[config.mk]
export PLATFORM = sky130hd
export DESIGN_NAME = video_line_fetch
export DESIGN_NICKNAME = d
export VERILOG_FILES = /design/src/rtl/video_line_fetch.sv
export SDC_FILE = /design/constraint.sdc
export NUM_CORES = 1
export LEC_CHECK = 0
export BUFFER_PORTS_ARGS = -buffer_cell sky130_fd_sc_hd__buf_2
export CORE_UTILIZATION = 43
export DETAILED_ROUTE_END_ITERATION = 7
export PLACE_DENSITY_LB_ADDON = 0.15
export SYNTH_ARGS = -nofsm -noshare
export SYNTH_HDL_FRONTEND = slang
export SYNTH_SLANG_ARGS = --single-unit
[constraint.sdc]
create_clock -name clk -period 3.6 [get_ports clk]
set_input_delay 0.36 -clock clk [delete_from_list [all_inputs] [get_ports clk]]
set_output_delay 0.36 -clock clk [all_outputs]
set_load 0.1 [all_outputs]
[src/rtl/video_line_fetch.sv]
// Video-side SDRAM line fetcher: reads line_len 32-bit words (two 16-bit beats
// each) from a line base address into a small FIFO popped by pixel scan-out.
module video_line_fetch #(
  parameter int ADDR_W     = 25,
  parameter int LEN_W      = 9,
  parameter int FIFO_DEPTH = 16
) (
  input  logic              clk,
  input  logic              reset_n,
  input  logic              line_start,
  input  logic [ADDR_W-1:0] line_base_addr,
  input  logic [LEN_W-1:0]  line_len,
  input  logic              pix_rd,
  output logic [31:0]       pix_data,
  output logic              pix_valid,
  output logic              underflow,
  output logic              line_done,
  output logic              busy,
  output logic [ADDR_W-1:0] sdram_vid_addr,
  output logic              sdram_vid_req,
  input  logic              sdram_vid_ack,
  input  logic              sdram_vid_ready,
  input  logic [15:0]       sdram_dout
);
  localparam int PTR_W = $clog2(FIFO_DEPTH);
  localparam int CNT_W = PTR_W + 1;
  localparam logic [CNT_W-1:0] DEPTH = CNT_W'(FIFO_DEPTH);

  typedef enum logic [1:0] {IDLE, REQ, WAIT_DATA, CAP_HI} state_t;

  state_t            state;
  logic [ADDR_W-1:0] cur_addr;
  logic [LEN_W-1:0]  remaining;
  logic              restart_pending;
  logic [15:0]       lo;

  logic [31:0]       mem [FIFO_DEPTH];
  logic [PTR_W-1:0]  wr_ptr, rd_ptr, rd_ptr_nxt;
  logic [CNT_W-1:0]  count, count_nxt;
  logic              push, pop;
  logic [31:0]       push_word, head_nxt;
  logic [ADDR_W-1:0] base_aligned;

  // A flush on line_start overrides any push or pop in the same cycle.
  always_comb begin
    push         = (state == CAP_HI) && !restart_pending && !line_start;
    pop          = pix_rd && (count != '0) && !line_start;
    push_word    = {sdram_dout, lo};
    rd_ptr_nxt   = rd_ptr + PTR_W'(pop);
    count_nxt    = count + CNT_W'(push) - CNT_W'(pop);
    base_aligned = line_base_addr & ~ADDR_W'(3);
    // NOTE: head_nxt takes a default before the conditional so no latch is inferred.
    head_nxt     = pix_data;
    if (count_nxt != '0) begin
      if (count == CNT_W'(pop)) head_nxt = push_word;
      else                      head_nxt = mem[rd_ptr_nxt];
    end
  end

  // NOTE: the storage array has no reset; pointers and count define validity,
  // and an unreset array can map onto RAM.
  always_ff @(posedge clk) begin
    if (push) mem[wr_ptr] <= push_word;
  end

  always_ff @(posedge clk or negedge reset_n) begin
    if (!reset_n) begin
      wr_ptr    <= '0;
      rd_ptr    <= '0;
      count     <= '0;
      pix_data  <= '0;
      underflow <= 1'b0;
    end else if (line_start) begin
      wr_ptr    <= '0;
      rd_ptr    <= '0;
      count     <= '0;
      underflow <= 1'b0;
    end else begin
      if (push) wr_ptr <= wr_ptr + PTR_W'(1);
      rd_ptr   <= rd_ptr_nxt;
      count    <= count_nxt;
      pix_data <= head_nxt;
      if (pix_rd && (count == '0)) underflow <= 1'b1;
    end
  end

  assign pix_valid = (count != '0);
  assign busy      = (state != IDLE) || (remaining != '0);

  always_ff @(posedge clk or negedge reset_n) begin
    if (!reset_n) begin
      state           <= IDLE;
      cur_addr        <= '0;
      remaining       <= '0;
      restart_pending <= 1'b0;
      lo              <= '0;
      line_done       <= 1'b0;
      sdram_vid_req   <= 1'b0;
      sdram_vid_addr  <= '0;
    end else begin
      if (line_start) begin
        cur_addr        <= base_aligned;
        remaining       <= line_len;
        line_done       <= (line_len == '0);
        // A read still in flight must finish but its data belongs to the old line.
        restart_pending <= (state == REQ) || (state == WAIT_DATA);
      end
      unique case (state)
        IDLE: begin
          if (!line_start && (remaining != '0) && (count < DEPTH) && !sdram_vid_ack) begin
            state          <= REQ;
            sdram_vid_req  <= 1'b1;
            sdram_vid_addr <= cur_addr;
          end
        end
        REQ: begin
          if (sdram_vid_ack) begin
            sdram_vid_req <= 1'b0;
            state         <= WAIT_DATA;
          end
        end
        WAIT_DATA: begin
          if (sdram_vid_ready) begin
            lo    <= sdram_dout;
            state <= CAP_HI;
          end
        end
        CAP_HI: begin
          state <= IDLE;
          if (!line_start) begin
            restart_pending <= 1'b0;
            if (!restart_pending) begin
              cur_addr  <= cur_addr + ADDR_W'(4);
              remaining <= remaining - LEN_W'(1);
              line_done <= (remaining == LEN_W'(1));
            end
          end
        end
        default: state <= IDLE;
      endcase
    end
  end

endmodule

==> impl_metrics.ini, run 1 <==
[outcome]
status = finished, final reports clean

[placement]
gp_congestion = 0.739
dp_slack_ps = 144
dp_cells = 2226
dpl-instance-area_um2 = 27400
port_buffers = 115
place_hpwl_um = 32400

[cts]
clockBufferDepth = 3
cts_buffers = 70
cts.sinks = 638
cts-root-buf = clkbuf_16
htreeDepth = 3
clock_latency_ps = 600
path_clk_slew_ps = 60
cts_tree = yes

[floorplanning]
die_w_um = 245
pin_count = 118
fp.dieH_um = 245
coreArea_um2 = 58000
start_util_pct = 43.8
die_area_um2 = 60100
num_rows = 88

[grt]
met3_usage_pct = 2.94
use_met2_pct = 33.5
grt_overflow = 0
grt_pass1_wl_um = 86800
grtUsageTotal_pct = 19.8
grt_max_degree = 86
antenna_found_initial = 1
grt_pass1_vias = 13911
grt_util_met1_pct = 26.4
top_usage_layer = met2

[drt]
firstDrtPassIters = 4
first_iter_violations = 923
totalWireLength_um = 58200
via_per_inst = 5.46
postRouteAntennaNets = 0
wire_per_inst_um = 24.4
num_vias = 13048
drcViolationCount = 0

[sta]
max_freq_mhz = 292
timing.final.ws_setup_ps = 176
min_period_over_period_pct = 95.1
finalSetupViolations = 0
rsz0062_at_grt = no
hold_viol = 0
final_max_slew_viol_count = 0
fin_tns_setup_ps = 0
worstMarginPinSlew_ps = 992
layout_min_cycle_time_ps = 3420
fin_worst_skew_ps = 16.1
max-slew-margin-rel_pct = 33.7

[setup_path]
critPathMaxStageDelay_ps = 440
slowest_stage = fa_1
critPathArrivalTime_ps = 3890
path_class = reg2reg
crit_fanout = 32
cp_cell_sequence = inv_1 -> ha_1 -> nand2_1 -> nor2_4 -> clkinvlp_4 -> nand2_1 -> xnor2_1 -> nor2_1 -> ha_1 -> fa_1 -> a21oi_1 -> o21bai_1 -> xnor2_2 -> a41oi_4 -> buf_4 -> clkbuf_16 -> nor2_1 -> a31oi_1
startpoint_type = register
cp.required_ps = 4070
end_kind = register

[job]
cap_violations = 0

[power]
totalPowerFinal_w = 0.0240
p_seq_share_pct = 40.9
power.density_nw_per_um2 = 801
switching_power_w = 0.00849
swShare_pct = 35.3
p_comb_share_pct = 30.6
max-vdd-ir-drop_v = 0.00107
clkPwrFrac_pct = 28.5
power.leakage_nw = 10.4
power.internal_w = 0.0155

[synth]
synth_warnings = 0
synth_seq_cells = 638
synth_most_common_cell = edfxtp_1
netlist.area_leader.share_pct = 60.5
yosys.area.top_type = edfxtp_1
synthTopCellsByArea = edfxtp_1, dfrtp_1, mux4_2
async_flop_share_pct = 19.7
synth.net_count = 1451
synth_cell_types = 48
synth_cells = 1376
ys_seq_area_share_pct = 72.9
synth_edf_count = 512
syn_area_per_cell_um2 = 18.5
synth_top_cells_by_count = edfxtp_1, mux4_2, dfrtp_1
synth_ff_type = edfxtp_1
netlist_area_um2 = 25400

[final_layout]
nets = 1644
ff_latch_area_um2 = 18500
postLayoutCellArea_um2 = 30000
layout-drive-gt1-share_pct = 29.8
synthToLayoutAreaGrowth_pct = 17.9
filler_cell_count = 4699
finalNonFillerCells = 2388
antennaDiodeCount = 0
multi_input_area_um2 = 6670

[min_path]
holdCritPathClass = in2reg
stage by stage:
stage | util [%] | hold WS (ps)
6_report | 51.7 | 42.4
5_1_grt | 51.7 | 48.5
4_1_cts | 51.6 | 3.05
3_5_place_dp | 47.3 | 423
3_3_place_gp | 47.3 | 426
2_1_floorplan | - | 64.4
flip-flops by register name, indices dropped and copies added (netlist names):
name	count
lo	16
rd_ptr	4
count	5
mem	512
cur_addr	25
sdram_vid_addr	25
underflow	1
pix_data	32
wr_ptr	4
state	2
sdram_vid_req	1
line_done	1
restart_pending	1
remaining	9
path summary, 6_finish.rpt:
| kind | endpoint | slack (ps) | cells after the start | from |
|---|---|---|---|---|
| setup / recovery | pix_data[17]$_DFFE_PN0P_ | 180 | 18 | count[3]$_DFF_PN0_ |
| hold / removal | remaining[7]$_DFF_PN0_ | 40 | 3 | line_len[7] |
| setup reg to reg | pix_data[17]$_DFFE_PN0P_ | 180 | 18 | count[3]$_DFF_PN0_ |
| hold reg to reg | sdram_vid_addr[20]$_DFFE_PN0P_ | 490 | 2 | sdram_vid_addr[20]$_DFFE_PN0P_ |
| max in group asynchronous | pix_data[8]$_DFFE_PN0P_ | 2390 | 3 | reset_n |
| min in group asynchronous | sdram_vid_addr[21]$_DFFE_PN0P_ | 360 | 2 | reset_n |
logic make-up (layout without fill, tap and decap cells):
logic type,count (synthesis),in the layout,share of synthesized area [%]
AO/OA/AOI/OAI,114,114,2.84
flip-flops,638,638,72.9
AND/OR/NAND/NOR,244,244,4.31
buffers and inverters,86,333,1.52
adder cells (fa/ha/maj),19,19,0.964
multiplexers,235,235,16.1
XOR/XNOR,40,40,1.38
critical path, delay by kind of cell (launching register included):
kind | cells | cell delay, ps
xor+xnor | 2 | 380
compound gates | 4 | 440
simple gates | 5 | 650
flops | 1 | 380
buf+inv | 4 | 550
fa+ha+maj | 3 | 800
cells in the final DEF, fill, tap and decap left out, types with 4 or more instances in the layout:
cell,instances
nand3_1,8
ha_1,16
dfrtp_1,126
dlygate4sd3_1,33
nand2b_1,5
clkinv_2,6
o21ai_0,33
buf_4,17
mux2i_1,33
xor2_1,16
a31oi_1,32
nor4_1,6
buf_2,114
nor3_1,8
clkbuf_1,23
nor2b_1,10
nand2_1,115
xnor2_1,21
nand4_1,6
mux2_2,59
and2_2,12
a21oi_1,6
bufinv_16,4
edfxtp_1,512
clkinv_1,13
inv_1,14
mux4_2,128
nor2_4,4
mux2_4,15
buf_12,26
o211ai_1,32
clkbuf_16,74
nor2_1,55
what timing repair did:
action	4_1_cts	5_1_grt
buffers inserted	0	2
endpoints found under the hold margin	91	0
gates resized for setup	0	7
setup endpoints to repair	0	32
hold buffers	33	0
area by class of cell:
class / count / area share (%)
clock buffer: 98 / 6.47
clock inverter: 28 / 0.805
inverter: 15 / 0.200
multi-input combinational: 652 / 22.3
sequential: 638 / 61.8
tap: 765 / 3.19
timing repair buffer: 192 / 5.29
per-layer routing:
layer | routed length [µm] | up-vias
met2 | 29700 | 249
li1 | - | 5799
met5 | 0 | -
met4 | 934 | 0
met3 | 2520 | 69
met1 | 25100 | 6931
power groups by stage:
stage / clock network, W / registers, W / logic (W)
2_1_floorplan: 0 / 0.0119 / 0.00334
3_3_place_gp: 0 / 0.00995 / 0.00722
3_5_place_dp: 0 / 0.00999 / 0.00727
4_1_cts: 0.00702 / 0.00985 / 0.00733
5_1_grt: 0.00731 / 0.00994 / 0.00782
6_report: 0.00684 / 0.00983 / 0.00736
Note: power is estimated with default switching activity, not from simulation.
==> run 2: changes to the inputs <==
--- a/config.mk
+++ b/config.mk
@@ -6,9 +6,11 @@
 export NUM_CORES = 1
 export LEC_CHECK = 0
 export BUFFER_PORTS_ARGS = -buffer_cell sky130_fd_sc_hd__buf_2
+export CAP_MARGIN = 20
 export CORE_UTILIZATION = 43
+export CTS_BUF_LIST = sky130_fd_sc_hd__clkbuf_16
 export DETAILED_ROUTE_END_ITERATION = 7
-export PLACE_DENSITY_LB_ADDON = 0.15
+export PLACE_DENSITY = 0.72
 export SYNTH_ARGS = -nofsm -noshare
 export SYNTH_HDL_FRONTEND = slang
 export SYNTH_SLANG_ARGS = --single-unit
==> impl_metrics.ini, run 2 (same netlist as run 1, synthesis figures left out) <==
[sta]
layout_min_cycle_time_ps = 3400
max_freq_mhz = 294
finalSetupViolations = 0
rsz0062_at_grt = no
final_max_slew_viol_count = 0
worstMarginPinSlew_ps = 1120
fin_worst_skew_ps = 67.2
hold_viol = 0
max-slew-margin-rel_pct = 25.1
min_period_over_period_pct = 94.4
worst_hold_slack_ps = 30.2

[setup_path]
path_class = reg2reg
cp.required_ps = 4150
end_kind = register
reg2reg_depth = 18
cp_cell_sequence = inv_1 -> ha_1 -> nand2_1 -> nor2_2 -> clkinvlp_4 -> nand2_1 -> xnor2_1 -> nor2_1 -> ha_1 -> fa_1 -> a21oi_1 -> o21bai_1 -> xnor2_2 -> a41oi_4 -> buf_12 -> buf_6 -> nor2_1 -> a31oi_1
critPathMaxStageDelay_ps = 440
r2r_end = pix_data[25]$_DFFE_PN0P_
critPathTopFamily = adder cells
r2r_slack_ps = 200
slowest_stage = fa_1
worst-path-buf-inv = 4
startpoint_type = register
crit_fanout = 16
critPathArrivalTime_ps = 3950
rr_startpoint = count[3]$_DFF_PN0_

[cts]
path_clk_slew_ps = 60
cts_buffers = 61
clock_latency_ps = 660
cts_tree = yes
cts.sinks = 638
cts-root-buf = clkbuf_16
clockBufferDepth = 3
htreeDepth = 2

[min_path]
whs_endpoint = underflow$_DFFE_PN0P_
holdCritPathClass = in2reg
min-delay-start = pix_rd
worstHoldPathCells = 3

[final_layout]
nets = 1640
regMostFlops = mem
postLayoutCellArea_um2 = 29900
largest_reg_flops = 512
layout-drive-gt1-share_pct = 30.0
largestRegisters = mem x512, pix_data x32
layout_common_cells = edfxtp_1, mux4_2, dfrtp_1
layout_commonest_cell = edfxtp_1
finalCoreUtilization_pct = 51.5
synthToLayoutAreaGrowth_pct = 17.4

[grt]
antenna_found_initial = 5
grtUsageTotal_pct = 19.2
grt_max_degree = 79
grt_overflow = 0
grt_pass1_vias = 14041
grt_pass1_wl_um = 85400

[outcome]
status = finished, final reports clean

[drt]
wire_per_inst_um = 24.1
num_vias = 13464
totalWireLength_um = 57500
first_iter_violations = 1066
firstDrtPassIters = 7
via_per_inst = 5.65
drcViolationCount = 0
postRouteAntennaNets = 0

[placement]
place_hpwl_um = 30700
port_buffers = 115
gp_congestion = 0.773
dpl-instance-area_um2 = 27400

[floorplanning]
die_w_um = 245
num_rows = 88
coreArea_um2 = 58000
die_area_um2 = 60100
fp.dieH_um = 245
pin_count = 118
start_util_pct = 43.8

[power]
power.density_nw_per_um2 = 799
max-vdd-ir-drop_v = 0.000803
power.leakage_nw = 10.4

[job]
cap_violations = 0
==> run 2: cell count changes in the layout (fill, tap and decap cells not counted), sizes merged <==
cell and delta:
clkbuf -37, diode +2, bufinv +6, buf +5, inv +15, clkinv +2
clkinvlp +4
==> run 2: area by class of cell <==
type / instances / area, µm²
Antenna cell: 2 / 5.00
Tap cell: 765 / 957
Sequential cell: 638 / 18500
Inverter: 15 / 60.1
Timing Repair Buffer: 197 / 1550
Clock inverter: 55 / 573
Clock buffer: 61 / 1530
Multi-Input combinational cell: 652 / 6670
Fill cell: 4465 / 28200
==> run 2: worst register-to-register path, stage by stage (launching register included) <==
cell        delay (ps)
dfrtp_1            390
inv_1               80
ha_1               140
nand2_1            130
nor2_2             180
clkinvlp_4         110
nand2_1            100
xnor2_1            120
nor2_1              60
ha_1               220
fa_1               440
a21oi_1            180
o21bai_1           120
xnor2_2            180
a41oi_4            250
buf_12             160
buf_6              260
nor2_1              70
a31oi_1            150
==> run 2: through the flow <==
stage          worst slack [ps]  power, W  std cells  setup TNS, ps
3_3_place_gp                297    0.0171       2231              0
3_5_place_dp                111    0.0173       2231              0
4_1_cts                     145    0.0239       2380              0
5_1_grt                    41.3    0.0248       2383              0
2_1_floorplan             -92.4    0.0153       1376          -1840
6_report                    203    0.0239       2385              0
==> run 2: where the power goes <==
part | switching (W) | internal (W) | total, W
registers | 0.000762 | 0.00902 | 0.00978
logic | 0.00496 | 0.00253 | 0.00749
clock network | 0.00277 | 0.00382 | 0.00659
==> run 2: worst max-delay path by stage <==
stage	slack, ps	end	depth (start not counted)	startpoint
final	200	pix_data[25]$_DFFE_PN0P_	18	count[3]$_DFF_PN0_
after global routing	40	pix_data[7]$_DFFE_PN0P_	18	count[2]$_DFF_PN0_
after CTS	150	pix_data[2]$_DFFE_PN0P_	17	count[3]$_DFF_PN0_
after detailed placement	110	pix_data[4]$_DFFE_PN0P_	17	count[3]$_DFF_PN0_
after global placement	300	pix_data[23]$_DFFE_PN0P_	17	count[3]$_DFF_PN0_
after floorplan	-90	pix_data[1]$_DFFE_PN0P_	15	count[3]$_DFF_PN0_
==> run 2: what timing repair did <==
action / in CTS / in global routing
gates resized for setup: 0 / 6
buffers inserted: 0 / 1
hold endpoints to repair: 108 / 0
hold buffers: 33 / 0
endpoints found under the setup margin: 0 / 25
==> run 2: routing by layer <==
layer  vias up  GRT usage, %  wire length, µm
met3        99          3.64             4400
met5         -             0               41
li1       5784             -                -
met2       557          32.0            28400
met1      7018          25.7            23400
met4         6          5.55             1250
